## config.mk

```make
export PLATFORM = sky130hd
export DESIGN_NAME = junction_sequencer
export DESIGN_NICKNAME = d
export VERILOG_FILES = /design/src/rtl/jseq_pkg.sv /design/src/rtl/ms_tick_gen.sv /design/src/rtl/junction_sequencer.sv
export SDC_FILE = /design/constraint.sdc
export NUM_CORES = 1
export LEC_CHECK = 0
export ABC_AREA = 1
export CAP_MARGIN = 20
export CORE_ASPECT_RATIO = 0.8
export CORE_MARGIN = 2
export CORE_UTILIZATION = 32
export CTS_CLUSTER_DIAMETER = 60
export CTS_CLUSTER_SIZE = 25
export DETAILED_ROUTE_END_ITERATION = 8
export PLACE_DENSITY = 0.54
export SETUP_SLACK_MARGIN = 0.3
export SLEW_MARGIN = 20
export SYNTH_ARGS = -nofsm -noshare
export SYNTH_HDL_FRONTEND = slang
export SYNTH_SLANG_ARGS = --single-unit
```

## constraint.sdc

```tcl
create_clock -name clk -period 7 [get_ports clk]
set_input_delay 1.05 -clock clk [delete_from_list [all_inputs] [get_ports clk]]
set_output_delay 1.05 -clock clk [all_outputs]
set_load 0.02 [all_outputs]
```

## src/rtl/jseq_pkg.sv

```systemverilog
// +----------------------------------------------------------------------------+
// | jseq_pkg : shared encodings for the junction sequencer                     |
// | Revision : 1.0                                                             |
// +----------------------------------------------------------------------------+
`default_nettype none

package jseq_pkg;

  typedef enum logic [2:0] {
    CMD_FOLLOW = 3'd0,
    CMD_STOP   = 3'd1,
    CMD_FWD    = 3'd2,
    CMD_SPIN_L = 3'd3,
    CMD_SPIN_R = 3'd4
  } cmd_e;

  typedef enum logic [1:0] {
    DIR_STRAIGHT = 2'd0,
    DIR_LEFT     = 2'd1,
    DIR_RIGHT    = 2'd2,
    DIR_BACK     = 2'd3
  } dir_e;

  typedef enum logic [2:0] {
    ST_IDLE      = 3'd0,
    ST_WAIT_TONE = 3'd1,
    ST_CLEAR     = 3'd2,
    ST_TURN      = 3'd3,
    ST_DONE      = 3'd4
  } state_e;

  localparam int c_PRESCALE_W = 17;
  localparam int c_PHASE_W    = 16;

endpackage

`default_nettype wire

```

## src/rtl/ms_tick_gen.sv

```systemverilog
// +----------------------------------------------------------------------------+
// | ms_tick_gen : millisecond prescaler with clear/freeze, one-cycle tick      |
// | Revision    : 1.0                                                          |
// +----------------------------------------------------------------------------+
`default_nettype none

module ms_tick_gen
  import jseq_pkg::*;
#(
  parameter int CYC_PER_MS = 50_000
) (
  input  logic clk,
  input  logic rstN,
  input  logic clear,
  input  logic freeze,
  output logic tick
);

  localparam logic [c_PRESCALE_W-1:0] c_LAST_CNT = c_PRESCALE_W'(CYC_PER_MS - 1);

  logic [c_PRESCALE_W-1:0] r_cnt;

  // Tick is not gated by clear: clear is derived from the tick-driven transition.
  assign tick = (r_cnt == c_LAST_CNT) && !freeze;

  always_ff @(posedge clk or negedge rstN) begin
    if (!rstN) begin
      r_cnt <= '0;
    end else if (clear) begin
      r_cnt <= '0;
    end else if (!freeze) begin
      if (r_cnt == c_LAST_CNT) r_cnt <= '0;
      else                     r_cnt <= r_cnt + c_PRESCALE_W'(1);
    end
  end

endmodule

`default_nettype wire

```

## src/rtl/junction_sequencer.sv

```systemverilog
// +----------------------------------------------------------------------------+
// | junction_sequencer : stop, await tone, clear junction, turn, hand back     |
// | Optional: JSEQ_TONE_TIMEOUT_EN enables the tone wait timeout.              |
// | Revision           : 1.0                                                   |
// +----------------------------------------------------------------------------+
`default_nettype none

module junction_sequencer
  import jseq_pkg::*;
#(
  parameter int CYC_PER_MS      = 50_000,
  parameter int CLEAR_MS        = 300,
  parameter int TURN_MS         = 600,
  parameter int TONE_STABLE     = 3,
  parameter int TONE_TIMEOUT_MS = 2000
) (
  input  logic       clk,
  input  logic       rstN,
  input  logic       junctionDet,
  input  logic       colDetect,
  input  logic       tdEn,
  input  logic [1:0] tdDir,
  output logic [2:0] cmd,
  output logic       busy,
  output logic       done,
  output logic [1:0] dirOut,
  output logic       toneTimeout
);

  localparam int c_STAB_W = (TONE_STABLE < 1) ? 1 : $clog2(TONE_STABLE + 1);

  state_e                r_state, w_nextState;
  cmd_e                  r_cmd, w_cmdNext;
  dir_e                  r_dirOut, w_dirNext;
  logic                  r_busy, r_done;
  logic                  r_jdPrev, r_jdArmed;
  logic [1:0]            r_prevDir, w_prevDirNext;
  logic [c_STAB_W-1:0]   r_stab, w_stabNext;
  logic [c_PHASE_W-1:0]  r_phase, w_phaseLast;
  logic                  w_tick, w_timed, w_freeze, w_clear, w_jdEdge, w_phaseDone;
`ifdef JSEQ_TONE_TIMEOUT_EN
  logic                  w_timeout;
  logic                  r_toneTimeout;
`endif

  // Armed flag keeps a level still high after reset from reading as an edge.
  assign w_jdEdge    = r_jdArmed && !r_jdPrev && junctionDet;
  assign w_timed     = (r_state == ST_WAIT_TONE) || (r_state == ST_CLEAR) || (r_state == ST_TURN);
  assign w_freeze    = w_timed && colDetect;
  assign w_clear     = (w_nextState != r_state);
  assign w_phaseDone = w_tick && (r_phase == w_phaseLast);

  ms_tick_gen #(.CYC_PER_MS(CYC_PER_MS)) u_tick (
    .clk    (clk),
    .rstN   (rstN),
    .clear  (w_clear),
    .freeze (w_freeze),
    .tick   (w_tick)
  );

  always_comb begin
    w_phaseLast = '1;
    case (r_state)
      ST_WAIT_TONE: w_phaseLast = c_PHASE_W'(TONE_TIMEOUT_MS - 1);
      ST_CLEAR:     w_phaseLast = c_PHASE_W'(CLEAR_MS - 1);
      ST_TURN: begin
        if (r_dirOut == DIR_BACK) w_phaseLast = c_PHASE_W'(2 * TURN_MS - 1);
        else                      w_phaseLast = c_PHASE_W'(TURN_MS - 1);
      end
      default:      w_phaseLast = '1;
    endcase
  end

  always_comb begin
    w_nextState   = r_state;
    w_dirNext     = r_dirOut;
    w_stabNext    = r_stab;
    w_prevDirNext = r_prevDir;
`ifdef JSEQ_TONE_TIMEOUT_EN
    w_timeout     = 1'b0;
`endif
    case (r_state)
      ST_IDLE: begin
        if (w_jdEdge) w_nextState = ST_WAIT_TONE;
      end
      ST_WAIT_TONE: begin
        if (w_tick) begin
          w_prevDirNext = tdDir;
          if (!tdEn)                  w_stabNext = '0;
          else if (tdDir == r_prevDir) w_stabNext = r_stab + c_STAB_W'(1);
          else                        w_stabNext = c_STAB_W'(1);
          if (tdEn && (w_stabNext == c_STAB_W'(TONE_STABLE))) begin
            w_dirNext = dir_e'(tdDir);
            if (dir_e'(tdDir) == DIR_BACK) w_nextState = ST_TURN;
            else                           w_nextState = ST_CLEAR;
          end
`ifdef JSEQ_TONE_TIMEOUT_EN
          else if (w_phaseDone) begin
            w_timeout   = 1'b1;
            w_dirNext   = DIR_STRAIGHT;
            w_nextState = ST_CLEAR;
          end
`endif
        end
      end
      ST_CLEAR: begin
        if (w_phaseDone) begin
          if (r_dirOut == DIR_STRAIGHT) w_nextState = ST_DONE;
          else                          w_nextState = ST_TURN;
        end
      end
      ST_TURN: begin
        if (w_phaseDone) w_nextState = ST_DONE;
      end
      default: w_nextState = ST_IDLE;
    endcase
  end

  // Outputs are computed from the next state so they align with the registered state.
  always_comb begin
    w_cmdNext = CMD_STOP;
    case (w_nextState)
      ST_IDLE:  w_cmdNext = CMD_FOLLOW;
      ST_CLEAR: w_cmdNext = CMD_FWD;
      ST_TURN: begin
        if (w_dirNext == DIR_RIGHT) w_cmdNext = CMD_SPIN_R;
        else                        w_cmdNext = CMD_SPIN_L;
      end
      default:  w_cmdNext = CMD_STOP;
    endcase
    if (w_freeze) w_cmdNext = CMD_STOP;
  end

  always_ff @(posedge clk or negedge rstN) begin
    if (!rstN) begin
      r_jdPrev  <= 1'b0;
      r_jdArmed <= 1'b0;
    end else begin
      r_jdPrev  <= junctionDet;
      r_jdArmed <= 1'b1;
    end
  end

  always_ff @(posedge clk or negedge rstN) begin
    if (!rstN) begin
      r_state   <= ST_IDLE;
      r_cmd     <= CMD_FOLLOW;
      r_busy    <= 1'b0;
      r_done    <= 1'b0;
      r_dirOut  <= DIR_STRAIGHT;
      r_phase   <= '0;
      r_stab    <= '0;
      r_prevDir <= 2'b00;
    end else begin
      r_state  <= w_nextState;
      r_cmd    <= w_cmdNext;
      r_busy   <= (w_nextState != ST_IDLE);
      r_done   <= (w_nextState == ST_DONE);
      r_dirOut <= w_dirNext;
      if (w_clear) begin
        r_phase   <= '0;
        r_stab    <= '0;
        r_prevDir <= 2'b00;
      end else begin
        // Saturate so an indefinite tone wait never wraps.
        if (w_tick && (r_phase != '1)) r_phase <= r_phase + c_PHASE_W'(1);
        r_stab    <= w_stabNext;
        r_prevDir <= w_prevDirNext;
      end
    end
  end

`ifdef JSEQ_TONE_TIMEOUT_EN
  always_ff @(posedge clk or negedge rstN) begin
    if (!rstN) r_toneTimeout <= 1'b0;
    else       r_toneTimeout <= w_timeout;
  end
  assign toneTimeout = r_toneTimeout;
`else
  assign toneTimeout = 1'b0;
`endif

  assign cmd    = r_cmd;
  assign busy   = r_busy;
  assign done   = r_done;
  assign dirOut = r_dirOut;

endmodule

`default_nettype wire
```

==> results of run 1 <==
critical path, delay by kind of cell:
kind | cells | cell delay (ns)
compound gates | 2 | 0.48
buf+inv | 1 | 0.47
simple gates | 8 | 1.55
worst max-delay path by stage:
stage,depth (start not counted),start,slack [ns],to
finish,11,tdDir[1],3.63,r_stab[0]
global route,11,tdDir[1],3.30,r_phase[14]
CTS,11,tdDir[1],3.60,r_stab[0]
detailed placement,11,tdDir[1],3.31,r_stab[0]
global placement,13,colDetect,3.42,cmd[0]
floorplan,12,tdDir[1],4.33,u_tick.r_cnt[14]
stage by stage:
| stage | hold slack [ns] | worst slack [ns] | total power [mW] | cell area (um^2) | utilization [%] |
|---|---|---|---|---|---|
| finish | 0.5572 | 3.633 | 0.6648 | 3602 | 37.18 |
| global route | 0.6116 | 3.302 | 0.7028 | 3602 | 37.18 |
| CTS | 0.5649 | 3.598 | 0.6768 | 3602 | 37.18 |
| detailed placement | 0.5497 | 3.308 | 0.4329 | 3455 | 35.65 |
| global placement | 0.5314 | 3.415 | 0.4317 | 3455 | 35.65 |
| floorplan | 0.5121 | 4.334 | 0.4062 | 3206 | - |
cell families (layout without fill, tap and decap cells):
logic type | count (synthesis) | after routing | share of synthesized area [%]
and+or+nand+nor | 260 | 260 | 37.86
AOI/OAI and AO/OA | 41 | 41 | 7.143
other | 2 | 2 | 0.2343
xor gates and xnor gates | 17 | 17 | 4.879
muxes | 2 | 2 | 0.6245
adders and majority gates | 2 | 2 | 0.7805
buffers and inverters | 80 | 95 | 10.23
DFF | 49 | 49 | 38.25
where the power goes:
part / internal (mW) / total (mW) / switching, mW
registers: 0.293 / 0.303 / 0.00980
logic: 0.0320 / 0.121 / 0.0894
clock network: 0.132 / 0.240 / 0.108
layer usage:
layer / up-vias / routed length (um) / global-route usage (%)
li1: 1438 / - / -
met1: 1253 / 4054 / 23.07
met2: 64 / 3104 / 21.49
met3: 4 / 294 / 2.787
met4: 0 / 62 / 3.671
met5: - / 0 / 0
layout make-up:
type	count	area, um^2	share of cell area [%]
multi-input combinational	324	1652	45.85
sequential	49	1226	34.04
inverter	73	274.0	7.607
tap	136	170.2	4.724
timing repair buffer	14	132.6	3.682
clock buffer	5	125.1	3.473
clock inverter	3	22.52	0.6252
placed cells by master, fill, tap and decap left out, types with 8 or more instances in the layout:
cell type / count
clkdlybuf4s50_1: 12
nor2_2: 24
nand3_1: 34
o21ai_0: 21
dfrtp_1: 49
nand4_1: 8
nor2_1: 67
nand2_1: 101
inv_1: 69
a21oi_1: 9
xor2_1: 15
state kept, by name, indices dropped and copies added (netlist names):
register / count
busy: 1
cmd: 3
dirOut: 2
done: 1
r_jdArmed: 1
r_jdPrev: 1
r_phase: 16
r_prevDir: 2
r_stab: 2
r_state: 3
u_tick.r_cnt: 17
==> impl_metrics.ini, run 1 <==
[worst_setup_path]
reg2reg_from = u_tick.r_cnt[0]
max_stage_delay_ns = 0.47
critical_path_peak_fanout = 37
startpoint_type = input port
slowest_stage = clkdlybuf4s50_1
path_class = in -> reg
crit_arrival_ns = 3.57
path_cells = clkdlybuf4s50_1, or2_0, a21oi_1, nand3_1, nor2_1, nand2_1, a21oi_1, nand4_1, nand2_1, nand3_4, nor2_1
rr_worst_depth = 13
r2r_end = r_stab[0]
cp_data_required_time_ns = 7.20
critPathCaptureType = flop
reg2reg_setup_slack_ns = 3.98

[clock_tree]
cts_resized = 0
clk_pin_slew_ns = 0.06
cts_tree = built
cts_root_buffer = clkbuf_16
h-tree-depth = 2
insertion_delay_ns = 0.29
clockBufferDepth = 2
cts_hold_buf = 0
clock-sinks = 49
postCtsSetupBuffers = 0
numCtsBuffers = 5

[timing]
maxSlewViolCount = 0
fmax_mhz = 297.0
fin_skew_ns = 0.006794
hold_viol = 0
tightest_slew_ns = 0.6288
fin_crit_ns = 3.367
slew_headroom_pct = 58.08
setup_tns_ns = 0
setup_viol = 0
fin_crit_sh_pct = 48.10
rsz0062_at_grt = no

[layout]
insertedDiodeCount = 0
final_layout_size_suffix_gt1_share_pct = 11.11
fillers = 1065
syn_to_final_growth_pct = 12.37
fin_nets = 476
layoutNonFillerInstCount = 604

[synth]
synth.avg_cell_area_um2 = 7.076
yosysMostFrequentCell = nand2_1
syn-cell-area_um2 = 3206
synth_top_cells_by_count = 101 x nand2_1, 69 x inv_1, 67 x nor2_1
netlist_instances = 453
ys_ff_latch = 49
synth.area.top_cells = dfrtp_1 38%, nand2_1 12%, inv_1 8.1%
synth-main-ff-cell = dfrtp_1
yosysTopAreaCell = dfrtp_1
yosys.area.top_type_share_pct = 38.25
yosysSeqAreaShare_pct = 38.25
syn_nets = 462
synth_warnings = 0
synth.distinct_cells = 40
synth_edf_count = 0
synthArstFlopShare_pct = 100.0

[placement]
dp_hpwl_um = 5488
post-place-cells = 596
gp_routability_congestion = 0.8917
io_buffer_count = 13

[routing]
vias = 2759
drt-wirelength-per-cell_um = 12.44
ant_nets = 0
drt-initial-drc-count = 226
dr.pass1.iters = 5
wl_um = 7516
viasPerCell = 4.568
drcViolationCount = 0

[floorplan]
rows = 32
ios = 15
die_width_um = 115.9
die_h_um = 93.52
start_util_pct = 33.08
core-area_um2 = 9689
dieArea_um2 = 10840

[outcome]
status = finished clean

[power]
vdd_drop_max_mv = 0.08105
leakage_nw = 1.589
power_density_nw_per_um2 = 184.6

[global_routing]
grt_pass1_wl_um = 12700
grt-ovfl-total = 0
grt_pass1_vias = 2501
antenna_found_initial = 0
gr-usage-all-layers_pct = 15.01
grt_max_degree = 50

[hold_path]
hold_end = r_stab[1]
hold_depth = 2
worstHoldStart = r_stab[1]
holdCritPathClass = reg -> reg

[run]
cap_violations = 0
Note: power is estimated with default switching activity, not from simulation.
==> inputs of run 2 (changes only) <==
clock period = 3.4 ns   (was 7 ns; I/O delays follow)
==> impl_metrics.ini, run 2 (synthesized netlist as in run 1, its figures left out) <==
[global_routing]
antenna_found_initial = 0
gr-usage-all-layers_pct = 15.23
grt_pass1_wl_um = 12850
grt_max_degree = 38
grt-ovfl-total = 0
grt_pass1_vias = 2602

[clock_tree]
clk_pin_slew_ns = 0.07
clockBufferDepth = 2
insertion_delay_ns = 0.29
cts_tree = built
clock-sinks = 49
cts_root_buffer = clkbuf_16
h-tree-depth = 2
cts_hold_buf = 0
numCtsBuffers = 5

[routing]
drt-initial-drc-count = 213
viasPerCell = 4.583
drt-wirelength-per-cell_um = 13.03
dr.pass1.iters = 5
ant_nets = 0
vias = 2782
wl_um = 7912
drcViolationCount = 0

[worst_setup_path]
crit_arrival_ns = 3.03
reg2reg_setup_slack_ns = 0.58
startpoint_type = flop
endpoint = u_tick.r_cnt[13]
cp_data_required_time_ns = 3.61
critical_path_peak_fanout = 18
reg2reg_from = r_state[0]
crit_path_start = r_state[0]
critPathCaptureType = flop
r2r_end = u_tick.r_cnt[13]
rr_worst_depth = 11
path_class = reg -> reg

[placement]
dp_hpwl_um = 5622
placed_area_um2 = 3462
io_buffer_count = 13
place_ws_ns = 0.2208
gp_routability_congestion = 0.8696
post-place-cells = 597

[floorplan]
ios = 15
core-area_um2 = 9689
start_util_pct = 33.08
rows = 32
die_h_um = 93.52
die_width_um = 115.9
dieArea_um2 = 10840

[power]
switching_share_pct = 31.15
intPower_mw = 0.9679
power_frac_clock_pct = 36.4
vdd_drop_max_mv = 0.1854
p_sw_mw = 0.4380
pwr-share-seq_pct = 44.4
power_density_nw_per_um2 = 385.4
comb_power_share_pct = 19.1
leakage_nw = 1.622

[layout]
top_regs = u_tick.r_cnt (17), r_phase (16)
largest_register_ffs = 17
final_layout_size_suffix_gt1_share_pct = 12.10
fillers = 1054
top_register = u_tick.r_cnt
final_util_pct = 37.64
mostFrequentLayoutCells = 101 x nand2_1, 69 x inv_1, 66 x nor2_1
layout_commonest_cell = nand2_1
syn_to_final_growth_pct = 13.78
design_area_um2 = 3647
layoutNonFillerInstCount = 607
insertedDiodeCount = 0
fin_nets = 479

[timing]
setup_tns_ns = 0
setup_viol = 0
fin_crit_sh_pct = 82.85
maxSlewViolCount = 0
slew_headroom_pct = 48.82
fin_skew_ns = 0.009218
hold_viol = 0
fin_crit_ns = 2.817
rsz0062_at_grt = no
fmax_mhz = 355.0
tightest_slew_ns = 0.7678
worst_slack_ns = 0.5831

[run]
cap_violations = 0

[outcome]
status = finished clean

[hold_path]
holdCritPathClass = in -> async
==> run 2: what timing repair did <==
item,CTS,global route
setup endpoints to repair,0,38
buffers inserted,0,1
gates resized for setup,0,3
==> run 2: area by class of cell <==
| type | instances | area [um^2] | share of cell area [%] |
|---|---|---|---|
| flip-flops and latches | 49 | 1226 | 33.62 |
| well taps | 136 | 170.2 | 4.666 |
| clock buffers | 6 | 138.9 | 3.808 |
| multi-input cells | 325 | 1677 | 45.97 |
| repair buffers | 16 | 147.6 | 4.048 |
| clock inverters | 2 | 13.76 | 0.3774 |
| inverters | 73 | 274.0 | 7.513 |
==> run 2: worst min-delay path by stage <==
stage	endpoint	start	cells after the start
after global routing	r_stab[1]	rstN	1
after detailed placement	r_prevDir[1]	r_prevDir[1]	2
after floorplan	busy	rstN	0
final	r_stab[1]	rstN	1
after global placement	r_stab[1]	r_stab[1]	2
after CTS	r_prevDir[0]	rstN	1
==> run 2: power groups by stage <==
stage / combinational [mW] / clock, mW / sequential [mW]
after floorplan: 0.203 / 0 / 0.633
after global placement: 0.253 / 0 / 0.635
after detailed placement: 0.257 / 0 / 0.635
after CTS: 0.258 / 0.527 / 0.624
after global routing: 0.302 / 0.553 / 0.627
final: 0.269 / 0.512 / 0.624
==> run 2: critical path, stage by stage (launching register included) <==
cell and delay (ns):
dfrtp_1 0.51, nor2_1 0.11, nor2_2 0.24, inv_2 0.14, nor2_8 0.27, nor2_2 0.13, nand2_1 0.19, nor2_1 0.11
o211ai_1 0.32, buf_4 0.21, nand3_4 0.31, nor2_2 0.19
==> run 2: metal layers <==
layer	part of all wire (%)	wire length (um)	GRT usage, %	up-vias
li1	-	-	-	1446
met1	54	4244	23.20	1266
met2	41	3236	21.30	59
met3	4.1	327	2.916	11
met4	1.3	104	5.159	0
met5	0	0	0	-
==> run 2: stage by stage <==
stage	power, mW	hold WS (ns)
after global placement	0.8882	0.5310
after global routing	1.481	0.3616
final	1.406	0.2893
after detailed placement	0.8920	0.5620
after CTS	1.409	0.3207
after floorplan	0.8364	0.2144
